### config.mk
export PLATFORM = sky130hd
export DESIGN_NAME = hazard_ctrl_flat
export DESIGN_NICKNAME = d
export VERILOG_FILES = /design/src/rtl/hazard_ctrl_if.sv /design/src/rtl/hazard_ctrl.sv /design/src/flat_wrapper.sv
export SDC_FILE = /design/constraint.sdc
export NUM_CORES = 1
export LEC_CHECK = 0
export BUFFER_PORTS_ARGS = -buffer_cell sky130_fd_sc_hd__buf_4
export CORE_MARGIN = 1.5
export CORE_UTILIZATION = 39
export DETAILED_ROUTE_END_ITERATION = 8
export GPL_TIMING_DRIVEN = 0
export PLACE_DENSITY = 0.84
export REMOVE_ABC_BUFFERS = 1
export SETUP_SLACK_MARGIN = 0.1
export SLEW_MARGIN = 20
export SYNTH_ARGS = -nofsm -noshare
export SYNTH_HDL_FRONTEND = slang
export SYNTH_SLANG_ARGS = --single-unit
### constraint.sdc
create_clock -name CLOCK -period 4.7 [get_ports CLOCK]
set_clock_uncertainty 0.1 [all_clocks]
set_input_delay 1.41 -clock CLOCK [delete_from_list [all_inputs] [get_ports CLOCK]]
set_output_delay 1.41 -clock CLOCK [all_outputs]
set_load 0.02 [all_outputs]
### src/rtl/hazard_ctrl_if.sv
// Hazard controller bundle: pipeline-side hazard inputs and stall/flush/bubble controls.
// The perf counter width follows CNT_W of the attached hazard_ctrl.
interface hazard_ctrl_if #(
    parameter int CNT_W = 16
);
    logic [4:0]       ID_RSAddr_In;
    logic [4:0]       ID_RTAddr_In;
    logic             ID_UsesRT_In;
    logic             EX_Mem2RegSEL_In;
    logic             EX_RegWriteEN_In;
    logic [4:0]       EX_WriteAddr_In;
    logic             EX_BranchTaken_In;
    logic             PCWriteEN_Out;
    logic             IFIDWriteEN_Out;
    logic             IFIDFlush_Out;
    logic             IDEXBubble_Out;
    logic [CNT_W-1:0] StallCnt_Out;
    logic [CNT_W-1:0] FlushCnt_Out;

    modport master (
        output ID_RSAddr_In, ID_RTAddr_In, ID_UsesRT_In, EX_Mem2RegSEL_In,
               EX_RegWriteEN_In, EX_WriteAddr_In, EX_BranchTaken_In,
        input  PCWriteEN_Out, IFIDWriteEN_Out, IFIDFlush_Out, IDEXBubble_Out,
               StallCnt_Out, FlushCnt_Out
    );

    modport slave (
        input  ID_RSAddr_In, ID_RTAddr_In, ID_UsesRT_In, EX_Mem2RegSEL_In,
               EX_RegWriteEN_In, EX_WriteAddr_In, EX_BranchTaken_In,
        output PCWriteEN_Out, IFIDWriteEN_Out, IFIDFlush_Out, IDEXBubble_Out,
               StallCnt_Out, FlushCnt_Out
    );
endinterface

### src/rtl/hazard_ctrl.sv
// Load-use stall / taken-branch flush controller for the IF/ID and ID/EX registers.
// Optional saturating perf counters are built only when HAZ_PERF_CNT_EN is defined.
//
//  state | meaning
//  RUN   | normal issue; detects load-use hazards and taken branches
//  STALL | holding PC and IF/ID for the remaining load latency cycles
module hazard_ctrl #(
    parameter int LOAD_STALL = 1,
    parameter int CNT_W      = 16
) (
    input logic         CLOCK,
    input logic         RESET_N,
    hazard_ctrl_if.slave hif
);
    typedef enum logic {RUN, STALL} state_t;

    localparam logic [2:0] STALL_INIT = 3'(LOAD_STALL - 1);

    state_t     state, state_d;
    logic [2:0] rem, rem_d;
    logic       hazard;
    logic       pc_we, ifid_we, ifid_flush, idex_bubble;

    assign hazard = hif.EX_Mem2RegSEL_In & hif.EX_RegWriteEN_In &
                    (hif.EX_WriteAddr_In != 5'd0) &
                    ((hif.EX_WriteAddr_In == hif.ID_RSAddr_In) |
                     (hif.ID_UsesRT_In & (hif.EX_WriteAddr_In == hif.ID_RTAddr_In)));

    always_ff @(posedge CLOCK or negedge RESET_N) begin
        if (!RESET_N) begin
            state <= RUN;
            rem   <= 3'd0;
        end else begin
            state <= state_d;
            rem   <= rem_d;
        end
    end

    always_comb begin
        state_d     = state;
        rem_d       = rem;
        pc_we       = 1'b1;
        ifid_we     = 1'b1;
        ifid_flush  = 1'b0;
        idex_bubble = 1'b0;
        if (!RESET_N) begin
            pc_we       = 1'b0;
            ifid_we     = 1'b0;
            ifid_flush  = 1'b1;
            idex_bubble = 1'b1;
        end else begin
            case (state)
                RUN: begin
                    if (hif.EX_BranchTaken_In) begin
                        ifid_flush  = 1'b1;
                        idex_bubble = 1'b1;
                    end else if (hazard) begin
                        pc_we       = 1'b0;
                        ifid_we     = 1'b0;
                        idex_bubble = 1'b1;
                        if (LOAD_STALL > 1) begin
                            rem_d   = STALL_INIT;
                            state_d = STALL;
                        end
                    end
                end
                STALL: begin
                    // A taken branch here means EX did not hold a bubble; recover by flushing.
                    if (hif.EX_BranchTaken_In) begin
                        ifid_flush  = 1'b1;
                        idex_bubble = 1'b1;
                        rem_d       = 3'd0;
                        state_d     = RUN;
                    end else begin
                        pc_we       = 1'b0;
                        ifid_we     = 1'b0;
                        idex_bubble = 1'b1;
                        rem_d       = rem - 3'd1;
                        if (rem == 3'd1) state_d = RUN;
                    end
                end
                default: begin
                    state_d = RUN;
                    rem_d   = 3'd0;
                end
            endcase
        end
    end

    assign hif.PCWriteEN_Out   = pc_we;
    assign hif.IFIDWriteEN_Out = ifid_we;
    assign hif.IFIDFlush_Out   = ifid_flush;
    assign hif.IDEXBubble_Out  = idex_bubble;

`ifdef HAZ_PERF_CNT_EN
    logic [CNT_W-1:0] stall_cnt, flush_cnt;

    always_ff @(posedge CLOCK or negedge RESET_N) begin
        if (!RESET_N) begin
            stall_cnt <= '0;
            flush_cnt <= '0;
        end else begin
            if (!pc_we && (stall_cnt != {CNT_W{1'b1}})) stall_cnt <= stall_cnt + CNT_W'(1);
            if (ifid_flush && (flush_cnt != {CNT_W{1'b1}})) flush_cnt <= flush_cnt + CNT_W'(1);
        end
    end

    assign hif.StallCnt_Out = stall_cnt;
    assign hif.FlushCnt_Out = flush_cnt;
`else
    assign hif.StallCnt_Out = '0;
    assign hif.FlushCnt_Out = '0;
`endif
endmodule

### src/flat_wrapper.sv
// flat-port wrapper written by rule: the top's interface ports become plain ports
module hazard_ctrl_flat 
#(
    parameter int LOAD_STALL = 1,
    parameter int CNT_W      = 16
)
  (CLOCK, RESET_N, hif_ID_RSAddr_In, hif_ID_RTAddr_In, hif_ID_UsesRT_In, hif_EX_Mem2RegSEL_In, hif_EX_RegWriteEN_In, hif_EX_WriteAddr_In, hif_EX_BranchTaken_In, hif_PCWriteEN_Out, hif_IFIDWriteEN_Out, hif_IFIDFlush_Out, hif_IDEXBubble_Out, hif_StallCnt_Out, hif_FlushCnt_Out);
  hazard_ctrl_if #(.CNT_W(CNT_W)) hif_i ();
  input logic CLOCK;
  input logic RESET_N;
  input wire logic [$bits(hif_i.ID_RSAddr_In)-1:0] hif_ID_RSAddr_In;
  input wire logic [$bits(hif_i.ID_RTAddr_In)-1:0] hif_ID_RTAddr_In;
  input wire logic [$bits(hif_i.ID_UsesRT_In)-1:0] hif_ID_UsesRT_In;
  input wire logic [$bits(hif_i.EX_Mem2RegSEL_In)-1:0] hif_EX_Mem2RegSEL_In;
  input wire logic [$bits(hif_i.EX_RegWriteEN_In)-1:0] hif_EX_RegWriteEN_In;
  input wire logic [$bits(hif_i.EX_WriteAddr_In)-1:0] hif_EX_WriteAddr_In;
  input wire logic [$bits(hif_i.EX_BranchTaken_In)-1:0] hif_EX_BranchTaken_In;
  output wire logic [$bits(hif_i.PCWriteEN_Out)-1:0] hif_PCWriteEN_Out;
  output wire logic [$bits(hif_i.IFIDWriteEN_Out)-1:0] hif_IFIDWriteEN_Out;
  output wire logic [$bits(hif_i.IFIDFlush_Out)-1:0] hif_IFIDFlush_Out;
  output wire logic [$bits(hif_i.IDEXBubble_Out)-1:0] hif_IDEXBubble_Out;
  output wire logic [$bits(hif_i.StallCnt_Out)-1:0] hif_StallCnt_Out;
  output wire logic [$bits(hif_i.FlushCnt_Out)-1:0] hif_FlushCnt_Out;
  assign hif_i.ID_RSAddr_In = hif_ID_RSAddr_In;
  assign hif_i.ID_RTAddr_In = hif_ID_RTAddr_In;
  assign hif_i.ID_UsesRT_In = hif_ID_UsesRT_In;
  assign hif_i.EX_Mem2RegSEL_In = hif_EX_Mem2RegSEL_In;
  assign hif_i.EX_RegWriteEN_In = hif_EX_RegWriteEN_In;
  assign hif_i.EX_WriteAddr_In = hif_EX_WriteAddr_In;
  assign hif_i.EX_BranchTaken_In = hif_EX_BranchTaken_In;
  assign hif_PCWriteEN_Out = hif_i.PCWriteEN_Out;
  assign hif_IFIDWriteEN_Out = hif_i.IFIDWriteEN_Out;
  assign hif_IFIDFlush_Out = hif_i.IFIDFlush_Out;
  assign hif_IDEXBubble_Out = hif_i.IDEXBubble_Out;
  assign hif_StallCnt_Out = hif_i.StallCnt_Out;
  assign hif_FlushCnt_Out = hif_i.FlushCnt_Out;
  hazard_ctrl #(.LOAD_STALL(LOAD_STALL), .CNT_W(CNT_W)) u_core (.CLOCK(CLOCK), .RESET_N(RESET_N), .hif(hif_i));
endmodule
[After elaboration in Yosys (flattened, before gate mapping)]
Cells that the tools add are included.
Cells by class
  add/sub/neg operators: 1
  reduce and logical (&&, ||, !) cells: 2
  magnitude comparators: 0
  mux-type cells: 14
  $mul: 0
  equality and inequality tests: 3
  bitwise logic cells: 6
  shift-type cells: 0
  divide/modulo/power cells: 0
Operators by type and width (number)
  1-bit two-way mux: 11
  5-bit equality test: 2
  5-bit nonzero test: 1
  1-bit bitwise AND: 4
  1-bit case mux with 2 select lines: 2
  3-bit by 1-bit equality test with 1-bit output, second input constant: 1
  3-bit two-way mux: 1
  3-bit by 1-bit subtractor with 3-bit output, second input constant: 1
  2-bit AND reduction: 1
  1-bit inverter: 1
  1-bit OR: 1
Storage, ports and cells
  input port bits: 21
  ROM bits: 0
  bits in latches: 0
  memories: 0
  memory bits (writable): 0
  register bits after elaboration: 4

[Depth between registers and ports, before layout]
Gate-level depths: netlist of run 1.
  depth after elaboration: 8
  depth in mapped cells: 6
  mapped depth without buffers: 6

[Worst setup path before layout of run 1]
OpenSTA, ideal clock, no wires.
  kind: input to output
  from: in hif_EX_WriteAddr_In[0]
  to: out hif_PCWriteEN_Out
  data arrival time: 2582 ps
  path buffers: 1
  required time: 3190 ps
  slack: 608 ps
  cell stages on the path: 4
  cells stage by stage: or4_1 o211ai_1 o311a_1 buf_4
Between the ends
  longest elaborated chain between the ends: 8
  elaborated cells on any way between the ends: 11
RTL lines
  start, declared: line flat_wrapper.sv:16  | input wire logic [$bits(hif_i.EX_WriteAddr_In)-1:0] hif_EX_WriteAddr_In;
  5-bit equality test: line hazard_ctrl.sv:27  | (hif.ID_UsesRT_In & (hif.EX_WriteAddr_In == hif.ID_RTAddr_In)));
  1-bit bitwise AND: line hazard_ctrl.sv:27
  1-bit OR: line hazard_ctrl.sv:26  | ((hif.EX_WriteAddr_In == hif.ID_RSAddr_In) |
  1-bit bitwise AND *: line hazard_ctrl.sv:25  | (hif.EX_WriteAddr_In != 5'd0) &
  1-bit two-way mux * (2 in series)
  1-bit case mux with 2 select lines *
  1-bit two-way mux *
  end, declared: line flat_wrapper.sv:18  | output wire logic [$bits(hif_i.PCWriteEN_Out)-1:0] hif_PCWriteEN_Out;
Mark *: on every way between the ends. The rest lies on a longest branch, timed or not.

[Worst setup path after layout of run 1]
  from: in hif_EX_WriteAddr_In[4]
  to: out hif_PCWriteEN_Out
Between the ends
  longest elaborated chain between the ends: 8
  elaborated cells on any way between the ends: 11
RTL lines
  5-bit equality test: line hazard_ctrl.sv:27
  1-bit bitwise AND: line hazard_ctrl.sv:27
  1-bit OR: line hazard_ctrl.sv:26
  1-bit bitwise AND *: line hazard_ctrl.sv:25
  1-bit two-way mux *: line hazard_ctrl.sv:57  | end else if (hazard) begin
  1-bit two-way mux *: line hazard_ctrl.sv:54  | if (hif.EX_BranchTaken_In) begin
  1-bit case mux with 2 select lines *: line hazard_ctrl.sv:52  | case (state)
  1-bit two-way mux *: line hazard_ctrl.sv:46  | if (!RESET_N) begin
Marks and branches as above.

==> impl_metrics.toml, run 1 <==
[status]
outcome = "completed"

[cts]
postCtsSetupRepairBufs = 0
post_cts_resized = 0
cts_hold_buf = 0
cts_root_buf = "clkbuf_4"
cts_tree = "yes"
clock_path_buffers = 2
path_clk_slew_ns = 0.04
clock_sinks = 4
numCtsBuffers = 3
clk_latency_ns = 0.23
htreeDepth = 1

[worst_setup_path]
path_max_fanout = 3
arrival_ns = 2.63
crit_chain = "buf_4 > xor2_1 > nor4_2 > a32oi_1 > o311a_1 > buf_4"
max_stage_delay_ns = 0.38
critPathCaptureType = "primary output"
crit_path_frequent_cell = "buf_4"
cp-start-kind = "input port"
crit_slowest_cell = "o311a_1"
crit_type = "in -> out"
cp.required_ns = 3.19

[finish]
layoutNonFillerInstCount = 117
fin_nets = 126
synthToLayoutAreaGrowth_pct = 14.8
num_antenna_cells = 0
drive_gt1_share_pct = 27.7

[timing]
final.setup.tns_ns = 0
fmax_mhz = 241
post-route-period-util_pct = 88.1
rsz0062_at_grt = "false"
drv_slew = 0
holdWs_ns = 0.378
hold_viol = 0
period_needed_ns = 4.14
finalSetupViolCount = 0

[yosys]
seq_area_frac_synth_pct = 16.3
synth_xor_area_share_pct = 14.2
synth_common_cells = "buf_4, xor2_1, dfrtp_1"
avgSynthCellArea_um2 = 8.10
synthDistinctLibCells = 22
yosysMostFrequentCell = "buf_4"
synth_ff_type = "dfrtp_1"
synthTopCellsByArea = "buf_4, dfrtp_1, xor2_1"
synth-compound-area-share_pct = 9.96
synthMuxAreaShare_pct = 0
synth_seq_cells = 4
syn_area_um2 = 616
synth-simple-area-share_pct = 12.8
synth-edff-count = 0
synthAdderAreaFrac_pct = 4.07
synth_top_family_by_area = "buffers and inverters"
yosysWarnings = 0
syn-instance-count = 76
yosysTopAreaCellShare_pct = 40.2
yosys.area.top_type = "buf_4"
synthArstFlopShare_pct = 100

[route]
wl_um = 1070
routedWlPerCell_um = 9.15
drtIter0Drc = 3
first_pass_iters = 4
postRouteAntennaNets = 0
vias = 476
via_per_inst = 4.07
drc_errors = 0

[die]
core_um2 = 1490
fp.dieH_um = 42.7
initial_core_util_pct = 41.3
fp.dieW_um = 42.7
die_area_um2 = 1830
rows = 14
ios = 57

[run]
timing.max_cap.violations = 0

[power]
power.density_nw_per_um2 = 187
finalPower_w = 0.000132
p_leak_nw = 0.398
ir_drop_mv = 0.0994

[grt]
grt_pass1_vias = 362
grt-ovfl-total = 0
grt_usage_pct = 11.4
grt_pass1_wl_um = 1500
grt_max_degree = 9
antenna_found_initial = 0

[place]
dpl.cell_count = 114
place.gp.congestion = 0.690
numPortBuffers = 24
hpwl_um = 957

[min_path]
min_path_type = "reg -> reg"
[critical path, delay by kind of cell]
kind                   cells  cell delay, ns
buffers and inverters      2            0.29
AO/OA/AOI/OAI              2            0.52
XOR/XNOR                   1            0.16
AND/OR/NAND/NOR            1            0.25
[cell families after synthesis]
group | Yosys count
other cells | 1
flops | 4
buf+inv | 36
simple gates | 14
fa+ha+maj | 2
compound gates | 9
xor+xnor | 10
[area by class of cell]
class	count	area, µm²
fill	141	782
multi-input combinational	67	373
inverter	3	11.3
timing repair buffer	24	180
clock buffer	3	22.5
sequential	4	100
tap	16	20.0
[power by group]
group	internal (W)	switching (W)
sequential	0.0000346	0
clock	0.0000285	0.0000133
combinational	0.0000187	0.0000371
total	0.0000819	0.0000504
[path summary, 6_finish.rpt]
check                               endpoint  cells after the start  slack, ns                   start
setup / recovery           hif_PCWriteEN_Out                      6       0.56  hif_EX_WriteAddr_In[4]
hold / removal                 u_core.rem[1]                      2       0.38           u_core.rem[1]
setup reg to reg               u_core.rem[2]                      6       3.52           u_core.rem[0]
hold reg to reg                u_core.rem[1]                      2       0.38           u_core.rem[1]
max in group asynchronous      u_core.rem[2]                      1       3.50                 RESET_N
min in group asynchronous      u_core.rem[0]                      1       0.88                 RESET_N
[cells in the final DEF, fill, tap and decap left out]
cell type,count
a32oi_1,1
o211ai_1,1
dfrtp_1,4
nor2b_1,1
nand2b_1,2
xor2_1,9
clkbuf_4,3
inv_1,3
or4_1,1
nor2_1,2
nor4_2,1
and2_1,1
nor3_1,3
a21o_1,1
o31ai_1,1
buf_4,24
nand2_1,3
a21oi_1,1
o21ai_0,3
o311a_1,1
conb_1,32
xnor2_1,1
ha_1,2
[per-layer routing]
metal / vias up / routed length, µm / share of wire (%) / GRT usage, %
met3: 4 / 103 / 9.6 / 7.66
li1: 234 / - / - / -
met4: 0 / 23 / 2.1 / 6.88
met5: - / 0 / 0 / 0
met1: 207 / 372 / 35 / 10.7
met2: 31 / 571 / 53 / 18.2
[per-stage QoR]
| step | setup slack, ns | instance area, µm² | utilization, % |
|---|---|---|---|
| floorplan | 0.677 | 484 | - |
| global placement | 0.564 | 684 | 46.0 |
| global route | 0.486 | 707 | 47.5 |
| detailed placement | 0.561 | 684 | 46.0 |
| CTS | 0.557 | 707 | 47.5 |
| finish | 0.558 | 707 | 47.5 |
[sequential cells by signal, summed over array words and instances (netlist names)]
| register | cells |
|---|---|
| u_core.rem | 3 |
| u_core.state | 1 |
No activity file was read; power rests on OpenSTA's default activity.
==> run 2, diff against run 1 <==
Settings changed: CORE_UTILIZATION 39 to 36, PLACE_DENSITY 0.84 to 0.79.
Clock period 4.7 ns to 4.5 ns, I/O delays scaled along.
==> run 2 against run 1 <==
  * The run now ends with design-rule violations left
  * Sequential power increased by 5%
  * Core utilization shrank 2.1 points
  * Critical path depth stayed put
  * Register-to-register slack worse by 0.24 ns
  * Global-route usage rose by 1.5 points
  * Final cell count is the same
  * Critical path type unchanged
  * Largest power group unchanged
==> impl_metrics.toml, run 2 (synthesized netlist as in run 1, its figures left out) <==
[status]
outcome = "finished with violations"
violations = "design-rule violations"

[worst_setup_path]
r2r_slack_ns = 3.28
rr_endpoint = "u_core.rem[2]"
arrival_ns = 2.62
crit_chain = "buf_4 > xor2_1 > nor4_2 > a32oi_1 > o311a_1 > buf_4"
r2r_start = "u_core.rem[0]"
reg2regPathDepth = 6
path_delay_family = "compound AO/OA/AOI/OAI gates"
cp.required_ns = 3.05
cp-start-kind = "input port"
crit_slowest_cell = "o311a_1"
critPathCaptureType = "primary output"
crit_path_frequent_cell = "buf_4"
crit_type = "in -> out"
path_buf_inv = 2
max_stage_delay_ns = 0.37
path_max_fanout = 3

[cts]
clk_latency_ns = 0.24
cts_tree = "yes"
clock_sinks = 4
postCtsSetupRepairBufs = 0
numCtsBuffers = 3
cts_root_buf = "clkbuf_4"
cts_hold_buf = 0
htreeDepth = 1
path_clk_slew_ns = 0.04
post_cts_resized = 0
clock_path_buffers = 2

[min_path]
hp-start = "u_core.rem[1]"
hold_depth = 2
min_to = "u_core.rem[1]"
min_path_type = "reg -> reg"

[power]
power.switching_w = 0.0000564
ir_drop_mv = 0.117
p_leak_nw = 0.398
pwr-share-comb_pct = 41.5
power.density_nw_per_um2 = 201
clkPwrFrac_pct = 33.0
p_int_w = 0.0000857
switching_share_pct = 39.7
p_seq_share_pct = 25.4

[finish]
regMostFlops = "u_core.rem"
utilization_pct = 45.3
reg.largest.list = "u_core.rem (3), u_core.state (1)"
num_antenna_cells = 0
fin_nets = 126
final_common_cell = "conb_1"
largest_register_ffs = 3
layout_common_cells = "conb_1, buf_4, xor2_1, dfrtp_1"
drive_gt1_share_pct = 27.7
synthToLayoutAreaGrowth_pct = 14.8

[timing]
rsz0062_at_grt = "false"
finalSetupViolCount = 0
period_needed_ns = 4.07
drv_slew = 0
fmax_mhz = 245
hold_viol = 0
final.setup.tns_ns = 0
post-route-period-util_pct = 90.5

[grt]
grt_pass1_vias = 423
grt_max_degree = 9
antenna_found_initial = 0
grt_usage_pct = 13.0
grt_pass1_wl_um = 1730
grt-ovfl-total = 0

[die]
fp.dieH_um = 44.4
core_um2 = 1560
die_area_um2 = 1970
ios = 57
initial_core_util_pct = 39.5
rows = 14
fp.dieW_um = 44.4

[route]
drc_errors = 5
met1_length_um = 417
wl_met2_um = 663
postRouteAntennaNets = 0
wl_met3_um = 123
vias = 494
routedWlPerCell_um = 10.4
wl_um = 1220
drtIter0Drc = 18
top_layer = "met4"
via_per_inst = 4.22
first_pass_iters = 6

[place]
place.gp.congestion = 0.675
numPortBuffers = 24
hpwl_um = 1030

[run]
timing.max_cap.violations = 0
## run 2: per-stage QoR
stage | setup slack (ns) | power (W) | cell area [µm²] | cells | hold WS, ns
after global routing | 0.380 | 0.000150 | 707 | 117 | 0.450
after global placement | 0.453 | 0.0000936 | 684 | 114 | 0.359
final | 0.426 | 0.000142 | 707 | 117 | 0.373
after floorplan | 0.597 | 0.0000725 | 484 | 74 | 0.349
after detailed placement | 0.412 | 0.0000952 | 684 | 114 | 0.367
after CTS | 0.412 | 0.000144 | 707 | 117 | 0.375
## run 2: layout make-up
type	count	area, µm²
timing repair buffer	24	180
multi-input combinational	67	373
inverter	3	11.3
clock buffer	3	22.5
sequential	4	100
tap	16	20.0
fill	149	852
## run 2: worst max-delay path by stage
stage | startpoint | endpoint | depth (start not counted)
after global placement | hif_EX_WriteAddr_In[4] | hif_IFIDWriteEN_Out | 6
after global routing | hif_EX_WriteAddr_In[4] | hif_IFIDWriteEN_Out | 6
after CTS | hif_EX_WriteAddr_In[4] | hif_IFIDWriteEN_Out | 6
final | hif_EX_WriteAddr_In[4] | hif_IFIDWriteEN_Out | 6
after detailed placement | hif_EX_WriteAddr_In[4] | hif_IFIDWriteEN_Out | 6
after floorplan | hif_EX_WriteAddr_In[0] | hif_IFIDWriteEN_Out | 3
## run 2: per-layer routing
metal / up-vias / track usage [%]
met5: - / 0
met1: 224 / 10.9
met4: 0 / 9.09
met2: 36 / 22.4
met3: 2 / 7.76
li1: 232 / -
## run 2: worst min-delay path: cells and delay by family (launching register included)
family | cells | cell delay (ns)
AOI/OAI and AO/OA | 1 | 0.05
and+or+nand+nor | 1 | 0.05
DFF | 1 | 0.34
## run 2: power groups by stage
stage / Clock [W] / Sequential [W] / Combinational [W]
3_5_place_dp: 0 / 0.0000366 / 0.0000586
3_3_place_gp: 0 / 0.0000366 / 0.0000569
6_report: 0.0000470 / 0.0000362 / 0.0000590
2_1_floorplan: 0 / 0.0000366 / 0.0000358
5_1_grt: 0.0000508 / 0.0000361 / 0.0000631
4_1_cts: 0.0000491 / 0.0000361 / 0.0000586
